[src/rtl/hex_scan_display_if.sv]
// Bus between a 16-bit result producer and the multiplexed hex display.
// The master drives the value, dot requests and enable; the display drives the panel pins.
interface hex_scan_display_if;
  logic [15:0] data;
  logic [3:0]  dp_in;
  logic        enable;
  logic [3:0]  an;
  logic [6:0]  seg;
  logic        dp;

  modport master (output data, dp_in, enable, input an, seg, dp);
  modport slave  (input data, dp_in, enable, output an, seg, dp);
endinterface

[src/rtl/hex_scan_display.sv]
// Time-multiplexed 4-digit hex driver for a common-anode 7-segment panel.
// The value is snapshotted once per full scan so all four digits agree.
module hex_scan_display #(
  parameter int REFRESH_DIV   = 100000,
  parameter bit BLANK_LEADING = 1'b1
) (
  input logic               clk,
  input logic               rst,
  hex_scan_display_if.slave bus
);

  localparam int CNT_W = (REFRESH_DIV > 2) ? $clog2(REFRESH_DIV) : 1;
  localparam logic [CNT_W-1:0] LAST_CNT = CNT_W'(REFRESH_DIV - 1);

  logic [CNT_W-1:0] div_cnt;
  logic [1:0]       idx;
  logic [15:0]      shadow;
  logic             primed;
  logic             terminal;
  logic [3:0]       nib;
  logic             upper_zero;
  logic             blank;
  logic [6:0]       hex_seg;

  assign terminal = bus.enable && (div_cnt == LAST_CNT);

  always_ff @(posedge clk or negedge rst) begin
    if (!rst) begin
      div_cnt <= '0;
      idx     <= 2'd0;
    end else if (bus.enable) begin
      if (div_cnt == LAST_CNT) begin
        div_cnt <= '0;
        idx     <= idx + 2'd1;
      end else begin
        div_cnt <= div_cnt + CNT_W'(1);
      end
    end
  end

  // A fresh snapshot is taken right after reset, then only on the wrap back to digit 0.
  always_ff @(posedge clk or negedge rst) begin
    if (!rst) begin
      shadow <= 16'h0000;
      primed <= 1'b0;
    end else if (!primed) begin
      shadow <= bus.data;
      primed <= 1'b1;
    end else if (terminal && (idx == 2'd3)) begin
      shadow <= bus.data;
    end
  end

  assign nib = shadow[{idx, 2'b00} +: 4];

  always_comb begin
    upper_zero = 1'b0;
    case (idx)
      2'd1:    upper_zero = (shadow[15:4] == 12'h000);
      2'd2:    upper_zero = (shadow[15:8] == 8'h00);
      2'd3:    upper_zero = (shadow[15:12] == 4'h0);
      default: upper_zero = 1'b0;
    endcase
  end

  assign blank = BLANK_LEADING && (idx != 2'd0) && upper_zero;

  // Active-low segment patterns, bit order {g,f,e,d,c,b,a}.
  always_comb begin
    hex_seg = 7'b1111111;
    case (nib)
      4'h0: hex_seg = 7'b1000000;
      4'h1: hex_seg = 7'b1111001;
      4'h2: hex_seg = 7'b0100100;
      4'h3: hex_seg = 7'b0110000;
      4'h4: hex_seg = 7'b0011001;
      4'h5: hex_seg = 7'b0010010;
      4'h6: hex_seg = 7'b0000010;
      4'h7: hex_seg = 7'b1111000;
      4'h8: hex_seg = 7'b0000000;
      4'h9: hex_seg = 7'b0010000;
      4'hA: hex_seg = 7'b0001000;
      4'hB: hex_seg = 7'b0000011;
      4'hC: hex_seg = 7'b1000110;
      4'hD: hex_seg = 7'b0100001;
      4'hE: hex_seg = 7'b0000110;
      4'hF: hex_seg = 7'b0001110;
      default: hex_seg = 7'b1111111;
    endcase
  end

  always_ff @(posedge clk or negedge rst) begin
    if (!rst) begin
      bus.an  <= 4'b1111;
      bus.seg <= 7'b1111111;
      bus.dp  <= 1'b1;
    end else if (!bus.enable) begin
      bus.an  <= 4'b1111;
      bus.seg <= 7'b1111111;
      bus.dp  <= 1'b1;
    end else begin
      bus.an  <= ~(4'b0001 << idx);
      bus.seg <= blank ? 7'b1111111 : hex_seg;
      bus.dp  <= ~bus.dp_in[idx];
    end
  end

endmodule

[src/flat_wrapper.sv]
// flat-port wrapper written by rule: the top's interface ports become plain ports
module hex_scan_display_flat 
#(
  parameter int REFRESH_DIV   = 100000,
  parameter bit BLANK_LEADING = 1'b1
)
  (clk, rst, bus_data, bus_dp_in, bus_enable, bus_an, bus_seg, bus_dp);
  hex_scan_display_if bus_i ();
  input logic clk;
  input logic rst;
  input wire logic [$bits(bus_i.data)-1:0] bus_data;
  input wire logic [$bits(bus_i.dp_in)-1:0] bus_dp_in;
  input wire logic [$bits(bus_i.enable)-1:0] bus_enable;
  output wire logic [$bits(bus_i.an)-1:0] bus_an;
  output wire logic [$bits(bus_i.seg)-1:0] bus_seg;
  output wire logic [$bits(bus_i.dp)-1:0] bus_dp;
  assign bus_i.data = bus_data;
  assign bus_i.dp_in = bus_dp_in;
  assign bus_i.enable = bus_enable;
  assign bus_an = bus_i.an;
  assign bus_seg = bus_i.seg;
  assign bus_dp = bus_i.dp;
  hex_scan_display #(.REFRESH_DIV(REFRESH_DIV), .BLANK_LEADING(BLANK_LEADING)) u_core (.clk(clk), .rst(rst), .bus(bus_i));
endmodule
[config.mk]
export PLATFORM = sky130hd
export DESIGN_NAME = hex_scan_display_flat
export DESIGN_NICKNAME = d
export VERILOG_FILES = /design/src/rtl/hex_scan_display_if.sv /design/src/rtl/hex_scan_display.sv /design/src/flat_wrapper.sv
export SDC_FILE = /design/constraint.sdc
export NUM_CORES = 1
export LEC_CHECK = 0
export CORE_UTILIZATION = 45
export DETAILED_ROUTE_END_ITERATION = 12
export PLACE_DENSITY = 0.7
export SLEW_MARGIN = 20
export SYNTH_ARGS = -nofsm -noshare
export SYNTH_HDL_FRONTEND = slang
export SYNTH_SLANG_ARGS = --single-unit
[constraint.sdc]
create_clock -name clk -period 2.3 [get_ports clk]
set_input_delay 0.46 -clock clk [delete_from_list [all_inputs] [get_ports clk]]
set_output_delay 0.46 -clock clk [all_outputs]
set_load 0.03 [all_outputs]
==> results <==
- In this run, synthesis inferred 0 flip-flops with an integrated enable.
- Buffers inserted during clock tree synthesis total 5.
- The number of cells produced by synthesis is roughly 200.
- The die is about 76 um wide.
- The final number of hold-violating endpoints is 0.
- The proportion of synthesized chip area in sequential cells is between 40% and 50%.
- The HPWL after detailed placement is ~3600 um.
- The area of the core is around 5200 um2.
- The later pin in the worst-skew pair is clocked with a latency of a little under 0.3 ns.
- The number of iterations in the first detailed-routing pass is 4.
- The number of antenna violations at the first check in global routing is 0.
- The biggest area contributor in the post-synthesis netlist is sky130_fd_sc_hd__dfrtp_1.
- Cells fill between 60% and 70% of the core in the end.
- The top achievable clock speed is 459 MHz.
- The tool flagged a number of max-cap violations equal to 0.
- The floorplan die area is slightly below 6000 um2.
- After clock tree synthesis, the clock-pin slew on the worst setup and hold paths is 0.09 ns.
- The total number of clock tree sinks is 48.
- The overall track demand over capacity in global routing is 18.9%.
- The share of flip-flops with an asynchronous set or reset is 100%.
- The commonest cells after synthesis are sky130_fd_sc_hd__dfrtp_1, sky130_fd_sc_hd__nand2_1, sky130_fd_sc_hd__dfstp_2, sky130_fd_sc_hd__ha_1, sky130_fd_sc_hd__mux2_2.
- The most used flip-flop cell after synthesis is sky130_fd_sc_hd__dfrtp_1.
- On the final layout, the worst clock skew is 0.00348 ns.
- The wire length of the first global-routing pass is about 8700 um.
- The type of element capturing the critical path is a flip-flop.
- Walking the worst path, the cells encountered are or4b_1 > nor4_4 > nand4_1 > o21ai_4 > buf_12 > mux2_2.
- The remaining number of nets flagged by the antenna check after routing is 0.
- The post-layout minimum cycle time is 2.18 ns.
- Buffers placed on the I/O ports in this run total 34.
- Global routing finished with a remaining overflow of 0.
- The tree is rooted in a sky130_fd_sc_hd__clkbuf_8.
- The number of nets handed over by synthesis was around 240.
- The fraction of final layout cells sized beyond drive strength 1 is approximately a quarter.
- The number of antenna repair diodes is 0.
- Setup repair after global routing left no endpoint under its margin.
- In this run the deepest clock path goes through 2 buffers.
- STA puts the critical path data required time at roughly 2.5 ns.
- The worst ir drop on vdd is 0.416 mV.
- Entering global routing, the biggest net connects 27 pins.
- The worst setup path is launched from a flip-flop.
- For the final routed database, the setup TNS stands at 0 ns.
- On the critical path, the stage with the largest delay is an instance of sky130_fd_sc_hd__or4b_1.
- The number of global-route vias before repair is 1754.
- The run finished with clean final reports.
- The average cell area after synthesis is 12.2 um2.
- The netlist area before placement is roughly 2500 um2.
- The worst hold-check slack is about 0.11 ns.
- The number of warnings printed during yosys synthesis is 0.
- In this run the vertical extent of the chip is between 70 and 80 um.
- The critical path start-end classification is flip-flop to flip-flop.
- In this run the biggest area consumer among cell types represents 36.1% of the synthesized area.
- In the finished design, the share of the clock period the worst path needs comes to between 90% and 100%.
- The total wirelength of the detailed-routed design is about 4900 um.
- The area overhead of the layout relative to synthesis is 26.0%.
- The cell count after placement is about 320.
- The I/O pin total is 35.
- The number of design-rule violations left by the first detailed-router iteration is 75.
- Synthesis instantiated 46 different standard cells from the library.
- Along the worst path, the maximum fanout reaches 16.
- Once the floorplan was initialized, standard cells occupied a little under half of the core.
- Dividing the detail-routed via count by the number of cells gives between 5 and 6.
- The total of fill cells in the finished design is about 440.
- At the end of the flow, the number of nets in the layout was ~290.
- The total DRC errors in the routed layout is 0.
- After detailed routing, the average wire length per cell comes to between 15 and 20 um.
- The post-route cell area is between 3000 and 4000 um2.
- The CTS tree is done.
- In this run, synthesis produced a sequential element count of 48.
- The congestion estimate from routability-driven global placement came to 0.820.
- The cell leakage power is about 1.4 nW.
- The data arrival at the endpoint of the critical path is 2.37 ns.
- The count of pins over their slew limit is 0.
- In this run the core area contains 26 standard-cell rows.
- The filler-free cell count of the finished design is 325.
- The path type of the worst min-delay path is primary input to asynchronous set/reset pin.
- In this run the number of H-tree levels came out at 2.
- Once placement finished, the instance area stood at around 3000 um2.
- The number of vias in the routed layout is between 1500 and 2000.
- The number of endpoints failing setup at the final stage is 0.
- Dividing total power by cell area gives a power density of 664 nW/um2.
- The cell with the most instances after synthesis is sky130_fd_sc_hd__dfrtp_1.
- In this design, the stage delay of the slowest critical-path cell is just under 0.6 ns.
- By area the synthesized netlist is led by sky130_fd_sc_hd__dfrtp_1, sky130_fd_sc_hd__dfstp_2, sky130_fd_sc_hd__ha_1.
path summary, 6_finish.rpt:
| kind | endpoint | slack [ns] | cells after the start | startpoint |
|---|---|---|---|---|
| worst max-delay path | u_core.shadow[1] | 0.12 | 6 | u_core.div_cnt[8] |
| worst min-delay path | u_core.bus.an[3] | 0.11 | 1 | rst |
| worst max register to register | u_core.shadow[1] | 0.12 | 6 | u_core.div_cnt[8] |
| worst min register to register | u_core.div_cnt[13] | 0.50 | 1 | u_core.div_cnt[13] |
| max in group asynchronous | u_core.bus.seg[0] | 1.81 | 2 | rst |
| min in group clk | u_core.div_cnt[13] | 0.50 | 1 | u_core.div_cnt[13] |
area by class of cell:
class | count | area, um2 | share of cell area [%]
multi-input combinational | 145 | 1230 | 39.2
sequential | 48 | 1220 | 38.7
timing repair buffer | 49 | 460 | 14.7
clock buffer | 7 | 96.3 | 3.07
tap | 70 | 87.6 | 2.79
clock inverter | 1 | 30.0 | 0.957
inverter | 5 | 18.8 | 0.598
stage by stage:
stage               power (mW)  setup WS (ns)
detailed placement        1.43       -0.00423
floorplan                 1.26         0.0326
CTS                       2.09        0.00470
global route              2.19         0.0305
global placement          1.42         0.0386
finish                    2.08          0.119
metal layers:
metal / vias to the layer above / GRT usage (%) / part of all wire (%)
met5: - / 0 / 0
met4: 0 / 5.19 / 0.59
met3: 2 / 3.95 / 2.6
met2: 36 / 28.6 / 47
met1: 825 / 27.2 / 50
li1: 836 / - / -
logic make-up (layout without fill, tap and decap cells):
logic type	after synthesis	after routing	synth area share (%)
buffers and inverters	11	62	2.36
AOI/OAI and AO/OA	26	26	7.88
DFF	48	48	48.8
muxes	31	31	16.5
adders and majority gates	12	12	6.02
xor gates and xnor gates	14	14	4.92
other	1	1	0.150
and+or+nand+nor	61	61	13.4
where the power goes:
part | switching [mW] | leakage [nW] | internal (mW) | total [mW]
sequential | 0.0865 | 0.575 | 0.944 | 1.03
combinational | 0.183 | 0.759 | 0.207 | 0.390
clock | 0.280 | 0.0645 | 0.384 | 0.663
total | 0.550 | 1.40 | 1.53 | 2.08
registers in the layout (all words and copies together), names as in the netlist:
signal and cells:
u_core.shadow 16, u_core.bus.an 4, u_core.bus.dp 1, u_core.primed 1, u_core.div_cnt 17, u_core.idx 2
u_core.bus.seg 7
repair_timing:
action	4_1_cts	5_1_grt
pin swaps	0	1
setup buffers	0	0
cloned	0	0
resized for setup	1	1
endpoints found under the setup margin	7	18
hold buffers	0	0
cell usage in the layout, fill, tap and decap left out, drive strengths merged, types with 4 or more instances in the layout:
master	Yosys	routed
clkdlybuf4s50	0	33
ha	12	12
nor2	10	10
nand3	6	6
xnor2	6	6
xor2	8	8
nand2	18	18
mux2	21	21
inv	4	4
dfstp	12	12
mux2i	7	7
clkbuf	4	7
buf	2	16
o21ai	4	4
a21oi	5	5
and4	4	4
dfrtp	36	36
worst max-delay path: cells and delay by family, from the launching register on:
family / cells / cell delay, ns
AO/OA/AOI/OAI: 1 / 0.18
multiplexers: 1 / 0.34
AND/OR/NAND/NOR: 3 / 1.00
buffers and inverters: 1 / 0.18
flip-flops: 1 / 0.39
(Power assumes the default switching activity.)
